--- config.mk ---
export PLATFORM = sky130hd
export DESIGN_NAME = instruction_fetch
export DESIGN_NICKNAME = d
export VERILOG_FILES = /design/src/rtl/cpu_pkg.sv /design/src/rtl/fetch_queue.sv /design/src/rtl/instruction_fetch.sv
export SDC_FILE = /design/constraint.sdc
export NUM_CORES = 1
export LEC_CHECK = 0
export CAP_MARGIN = 20
export CORE_MARGIN = 3
export CORE_UTILIZATION = 55
export CTS_CLUSTER_DIAMETER = 80
export CTS_CLUSTER_SIZE = 28
export DETAILED_ROUTE_END_ITERATION = 16
export PLACE_DENSITY = 0.84
export SYNTH_ARGS = -nofsm -noshare
export SYNTH_HDL_FRONTEND = slang
export SYNTH_SLANG_ARGS = --single-unit
export TNS_END_PERCENT = 1
--- constraint.sdc ---
create_clock -name clk -period 5.6 [get_ports clk]
set_input_delay 1.4 -clock clk [delete_from_list [all_inputs] [get_ports clk]]
set_output_delay 1.4 -clock clk [all_outputs]
set_load 0.02 [all_outputs]
--- src/rtl/cpu_pkg.sv ---
// cpu_pkg: shared widths, fetch FSM states and PC control encodings.
// Provides:
//   ADDR_WIDTH, INSTR_WIDTH - instruction address / instruction word widths
//   fetch_state_t           - fetch FSM state (IDLE=0, BUSY=1, DROP=2)
//   pc_op_t                 - PC control select, shared with the program counter
package cpu_pkg;
    localparam int ADDR_WIDTH  = 16;
    localparam int INSTR_WIDTH = 16;

    typedef enum logic [1:0] {
        IDLE = 2'd0,
        BUSY = 2'd1,
        DROP = 2'd2
    } fetch_state_t;

    typedef enum logic [1:0] {
        PC_HOLD   = 2'd0,
        INCREMENT = 2'd1,
        REL_JUMP  = 2'd2,
        ABS_JUMP  = 2'd3
    } pc_op_t;
endpackage

--- src/rtl/fetch_queue.sv ---
// fetch_queue: circular FIFO with flush, feeding fetched instructions to decode.
// Ports:
//   clk, reset       - clock, synchronous active-high reset
//   flush_i          - empty the queue; wins over push_i and pop_i
//   push_i, data_i   - write data_i at the tail
//   pop_i            - drop the head entry
//   head_o           - head entry, or the last head shown once the queue empties
//   valid_o          - queue non-empty
//   count_o          - number of stored entries
module fetch_queue #(
    parameter int DEPTH = 2,
    parameter int WIDTH = 32
) (
    input  logic                       clk,
    input  logic                       reset,
    input  logic                       flush_i,
    input  logic                       push_i,
    input  logic                       pop_i,
    input  logic [WIDTH-1:0]           data_i,
    output logic [WIDTH-1:0]           head_o,
    output logic                       valid_o,
    output logic [$clog2(DEPTH):0]     count_o
);
    localparam int PW = $clog2(DEPTH);
    localparam int CW = PW + 1;

    logic [WIDTH-1:0] mem_q [DEPTH];
    logic [WIDTH-1:0] last_q;
    logic [PW-1:0]    rd_q, wr_q;
    logic [CW-1:0]    count_q;

    always_ff @(posedge clk) begin
        if (reset) begin
            rd_q    <= '0;
            wr_q    <= '0;
            count_q <= '0;
        end else if (flush_i) begin
            rd_q    <= '0;
            wr_q    <= '0;
            count_q <= '0;
        end else begin
            rd_q    <= rd_q + PW'(pop_i);
            wr_q    <= wr_q + PW'(push_i);
            count_q <= count_q + CW'(push_i) - CW'(pop_i);
        end
    end

    always_ff @(posedge clk) begin
        if (push_i && !flush_i) mem_q[wr_q] <= data_i;
    end

    // Remembers the visible head so the output holds steady after the queue drains.
    always_ff @(posedge clk) begin
        if (reset) last_q <= '0;
        else if (count_q != '0) last_q <= mem_q[rd_q];
    end

    assign valid_o = count_q != '0;
    assign head_o  = valid_o ? mem_q[rd_q] : last_q;
    assign count_o = count_q;
endmodule

--- src/rtl/instruction_fetch.sv ---
// instruction_fetch: issues req/ack instruction reads and queues results for decode.
// Ports:
//   clk, reset                 - clock, synchronous active-high reset
//   pc_addr                    - current PC value
//   pc_hold                    - 1 = PC must hold; 0 only in the cycle an instruction is pushed
//   flush                      - taken branch/jump: drop queued and in-flight instructions
//   imem_req, imem_addr        - registered read request and address
//   imem_ack, imem_rdata       - read data valid strobe and data
//   ir, ir_pc, ir_valid        - queue head instruction, its fetch address, non-empty flag
//   ir_ready                   - decode consumes the head this cycle
module instruction_fetch
    import cpu_pkg::*;
#(
    parameter int QUEUE_DEPTH = 2
) (
    input  logic                   clk,
    input  logic                   reset,
    input  logic [ADDR_WIDTH-1:0]  pc_addr,
    output logic                   pc_hold,
    input  logic                   flush,
    output logic                   imem_req,
    output logic [ADDR_WIDTH-1:0]  imem_addr,
    input  logic                   imem_ack,
    input  logic [INSTR_WIDTH-1:0] imem_rdata,
    output logic [INSTR_WIDTH-1:0] ir,
    output logic [ADDR_WIDTH-1:0]  ir_pc,
    output logic                   ir_valid,
    input  logic                   ir_ready
);
    localparam int CW = $clog2(QUEUE_DEPTH) + 1;
    localparam int EW = INSTR_WIDTH + ADDR_WIDTH;

    fetch_state_t          state_q;
    logic                  req_q;
    logic [ADDR_WIDTH-1:0] addr_q;
    logic [CW-1:0]         count;
    logic [EW-1:0]         head;
    logic                  push, pop, space;

    assign pop     = ir_valid & ir_ready;
    assign push    = (state_q == BUSY) & imem_ack & ~flush;
    // A slot freed by this cycle's pop counts, so a full queue being drained can still issue.
    assign space   = (count - CW'(pop)) < CW'(QUEUE_DEPTH);
    assign pc_hold = ~push;

    // DROP keeps the request alive until the memory answers, then throws the data away.
    always_ff @(posedge clk) begin
        if (reset) begin
            state_q <= IDLE;
            req_q   <= 1'b0;
            addr_q  <= '0;
        end else begin
            case (state_q)
                IDLE: if (!flush && space) begin
                    state_q <= BUSY;
                    req_q   <= 1'b1;
                    addr_q  <= pc_addr;
                end
                BUSY: if (imem_ack) begin
                    state_q <= IDLE;
                    req_q   <= 1'b0;
                end else if (flush) begin
                    state_q <= DROP;
                end
                DROP: if (imem_ack) begin
                    state_q <= IDLE;
                    req_q   <= 1'b0;
                end
                default: begin
                    state_q <= IDLE;
                    req_q   <= 1'b0;
                end
            endcase
        end
    end

    fetch_queue #(
        .DEPTH (QUEUE_DEPTH),
        .WIDTH (EW)
    ) u_queue (
        .clk     (clk),
        .reset   (reset),
        .flush_i (flush),
        .push_i  (push),
        .pop_i   (pop),
        .data_i  ({imem_rdata, addr_q}),
        .head_o  (head),
        .valid_o (ir_valid),
        .count_o (count)
    );

    assign imem_req  = req_q;
    assign imem_addr = addr_q;
    assign ir        = head[EW-1:ADDR_WIDTH];
    assign ir_pc     = head[ADDR_WIDTH-1:0];
endmodule

==> run metrics <==
die area=9168 µm²; largest net degree at the start of global routing=42; syn nets=401; period utilisation layout=0.7763; Slew HR=0.2695; Core Util, Final=0.7701; yosys warns=0; Levels on crit path=4; delay-heaviest family, CP=buffers and inverters; wire length per cell=15.95 µm; FF-to-FF Start=u_queue.count_o[1]$_SDFF_PP0_; Worst Path Class, Setup=input pin to output pin; port bufs=87; Final setup viols=0; final hold violations=0; reg-to-reg slack, setup=2.43 ns; clk_skew=0.008805 ns; CP cell instances=clkdlybuf4s50_1 > nor2b_1 > nand2_1 > clkdlybuf4s50_1; Layout area overhead=35.02%; RSZ-0062 raised after global routing=false; placed inst area=5354 µm²; maximum VDD drop=0.3393 mV; outcome=complete, no violations; via count=2863; CP bufs+invs=2; Mapped Cells=358; clock sink total=119; clk_lat worst skew=0.49 ns; Post-CTS Hold Fix Bufs=0; max_cap viols=0; Via density=5.094; Max FO, Critical Path=6; max frequency=0.2300 GHz; DRC=0; I/O pin count=88; number of post-CTS setup repair buffers=0; Startpoint Class=input pin; most frequent cells in the layout=clkdlybuf4s50_1, nand2_1, edfxtp_1; Top FF cell, synth=edfxtp_1; # H-tree levels=4; Least-Margin Pin Slew=1.096 ns; CP Capture Point=pc_hold; post-layout power=2.386 mW; power density cells=398.9 nW/µm²; Max stage delay cell, worst path=clkdlybuf4s50_1; Distinct cells, synth=28; starting density of the core=0.5704; syn avg cell area=12.38 µm²; detailed router's first-iteration violation count=96; Leakage=2.110 nW; CP Capture Type=output pin; final instance area=5982 µm²; NumNets Final=490; Die X=95.75 µm; Core ar.=7767 µm²; EDFF count, synth=64; Die Span Y=95.75 µm; Yosys reg bits=119; initial antenna violation count=0; ant diodes=0; max incr delay on CP=0.66 ns; WP data arrival=2.95 ns; hold crit path type=register to register; Clk pin slew, worst setup/hold paths=0.05 ns; vias in the first global route=2893; fin. max-slew vios=0; GR Util All Layers=0.2104; share of layout cells above drive strength 1=0.07609; HPWL Detailed=5448 µm; root buf cell=clkbuf_8; worst r2r dst=imem_addr[3]$_SDFFE_PP0P_; Netlist Area Pre-Place=4430 µm²; min Tclk post-route=4.347 ns; Crit path top cell by count=clkdlybuf4s50_1; final setup TNS=0 ns; hold_ws=0.4911 ns; row cnt=32; post-synthesis sequential area ratio=0.6823; total CTS buffers=17; drt first pass iters=4; worst r2r path cells=9; Routed Antenna Nets=0; CTS tree=done; global route overflow=0; CP startpoint=flush; most common cell after layout, fill and taps aside=clkdlybuf4s50_1; critical path data required time=4.20 ns; Post-synth ARST share=0; global-route wire length before repair=14230 µm; Max Root-Sink Buffers=2; quantity of gates resized following cts=0; GPL Wtd Cong=0.7133; final WL=8964 µm
[where the power goes]
group | total (mW) | switching (mW) | internal [mW] | leakage (nW)
Clock | 1.13 | 0.346 | 0.786 | 0.304
Sequential | 0.996 | 0.0258 | 0.970 | 1.03
Combinational | 0.259 | 0.144 | 0.114 | 0.774
[synth_stat cells (2+ instances only)]
cell type,n,area share
nand2_1,66,0.056
inv_1,7,0.0059
clkbuf_1,6,0.0051
o31ai_1,2,0.0034
dfxtp_1,55,0.25
buf_2,7,0.0079
edfxtp_1,64,0.43
nor3_1,4,0.0045
nor2b_1,2,0.0028
mux2i_1,32,0.072
and3_1,3,0.0042
nor2_1,3,0.0025
buf_4,5,0.0085
and2_1,33,0.047
ha_1,6,0.017
a21oi_1,17,0.019
xnor2_1,2,0.0040
o21ai_1,33,0.037
xor2_1,2,0.0040
[tightest hold or removal path, delay by kind of cell (launching register included)]
family / cells / cell delay, ns
DFF: 1 / 0.33
and+or+nand+nor: 1 / 0.06
AOI/OAI and AO/OA: 1 / 0.05
[logic make-up (layout without fill, tap and decap cells)]
group                      count (synthesis)  count (layout)  share of synthesized area
adders and majority gates                  6               6                    0.01694
muxes                                     32              32                    0.07230
DFF                                      119             119                     0.6823
xor gates and xnor gates                   5               5                    0.01158
buffers and inverters                     28             130                    0.03163
AOI/OAI and AO/OA                         55              55                    0.06495
and+or+nand+nor                          113             113                     0.1203
[per-layer routing]
layer / vias to the layer above / part of all wire / global-route usage
met1: 1357 / 0.43 / 0.2524
met4: 0 / 0.0085 / 0.07464
li1: 1420 / - / -
met5: - / 0 / 0
met3: 6 / 0.052 / 0.06724
met2: 80 / 0.51 / 0.3567
[worst min-delay path by stage]
| stage | from | end | slack [ns] | cells after the start |
|---|---|---|---|---|
| after floorplan | state_q[1]$_SDFFE_PP0P_ | state_q[1]$_SDFFE_PP0P_ | 0.51 | 2 |
| after global placement | imem_addr[6]$_SDFFE_PP0P_ | u_queue.mem_q[1][6]$_DFFE_PP_ | 0.46 | 0 |
| after detailed placement | imem_addr[1]$_SDFFE_PP0P_ | u_queue.mem_q[0][1]$_DFFE_PP_ | 0.47 | 0 |
| after CTS | imem_addr[6]$_SDFFE_PP0P_ | u_queue.mem_q[1][6]$_DFFE_PP_ | 0.49 | 0 |
| after global routing | imem_addr[6]$_SDFFE_PP0P_ | u_queue.mem_q[0][6]$_DFFE_PP_ | 0.50 | 0 |
| final | imem_addr[6]$_SDFFE_PP0P_ | imem_addr[6]$_SDFFE_PP0P_ | 0.49 | 2 |
[registers in the layout (all words and copies together) (netlist names)]
register	count
imem_addr	16
u_queue.count_o	2
state_q	2
u_queue.rd_q	1
imem_req	1
u_queue.mem_q	64
u_queue.wr_q	1
u_queue.last_q	32
[stage by stage]
step	worst slack, ns	std cells
floorplan	1.993	358
global placement	1.322	530
detailed placement	1.265	530
CTS	1.246	562
global route	1.152	562
finish	1.253	562
[area by class of cell]
class                           count  area, µm²
Timing Repair Buffer               89      885.9
Multi-Input combinational cell    211       1282
Inverter                            9      33.78
Tap cell                          102      127.6
Clock inverter                     10      175.2
Clock buffer                       22      452.9
Fill cell                         485       1785
Sequential cell                   119       3024
Power figures use the tool's default switching activity.
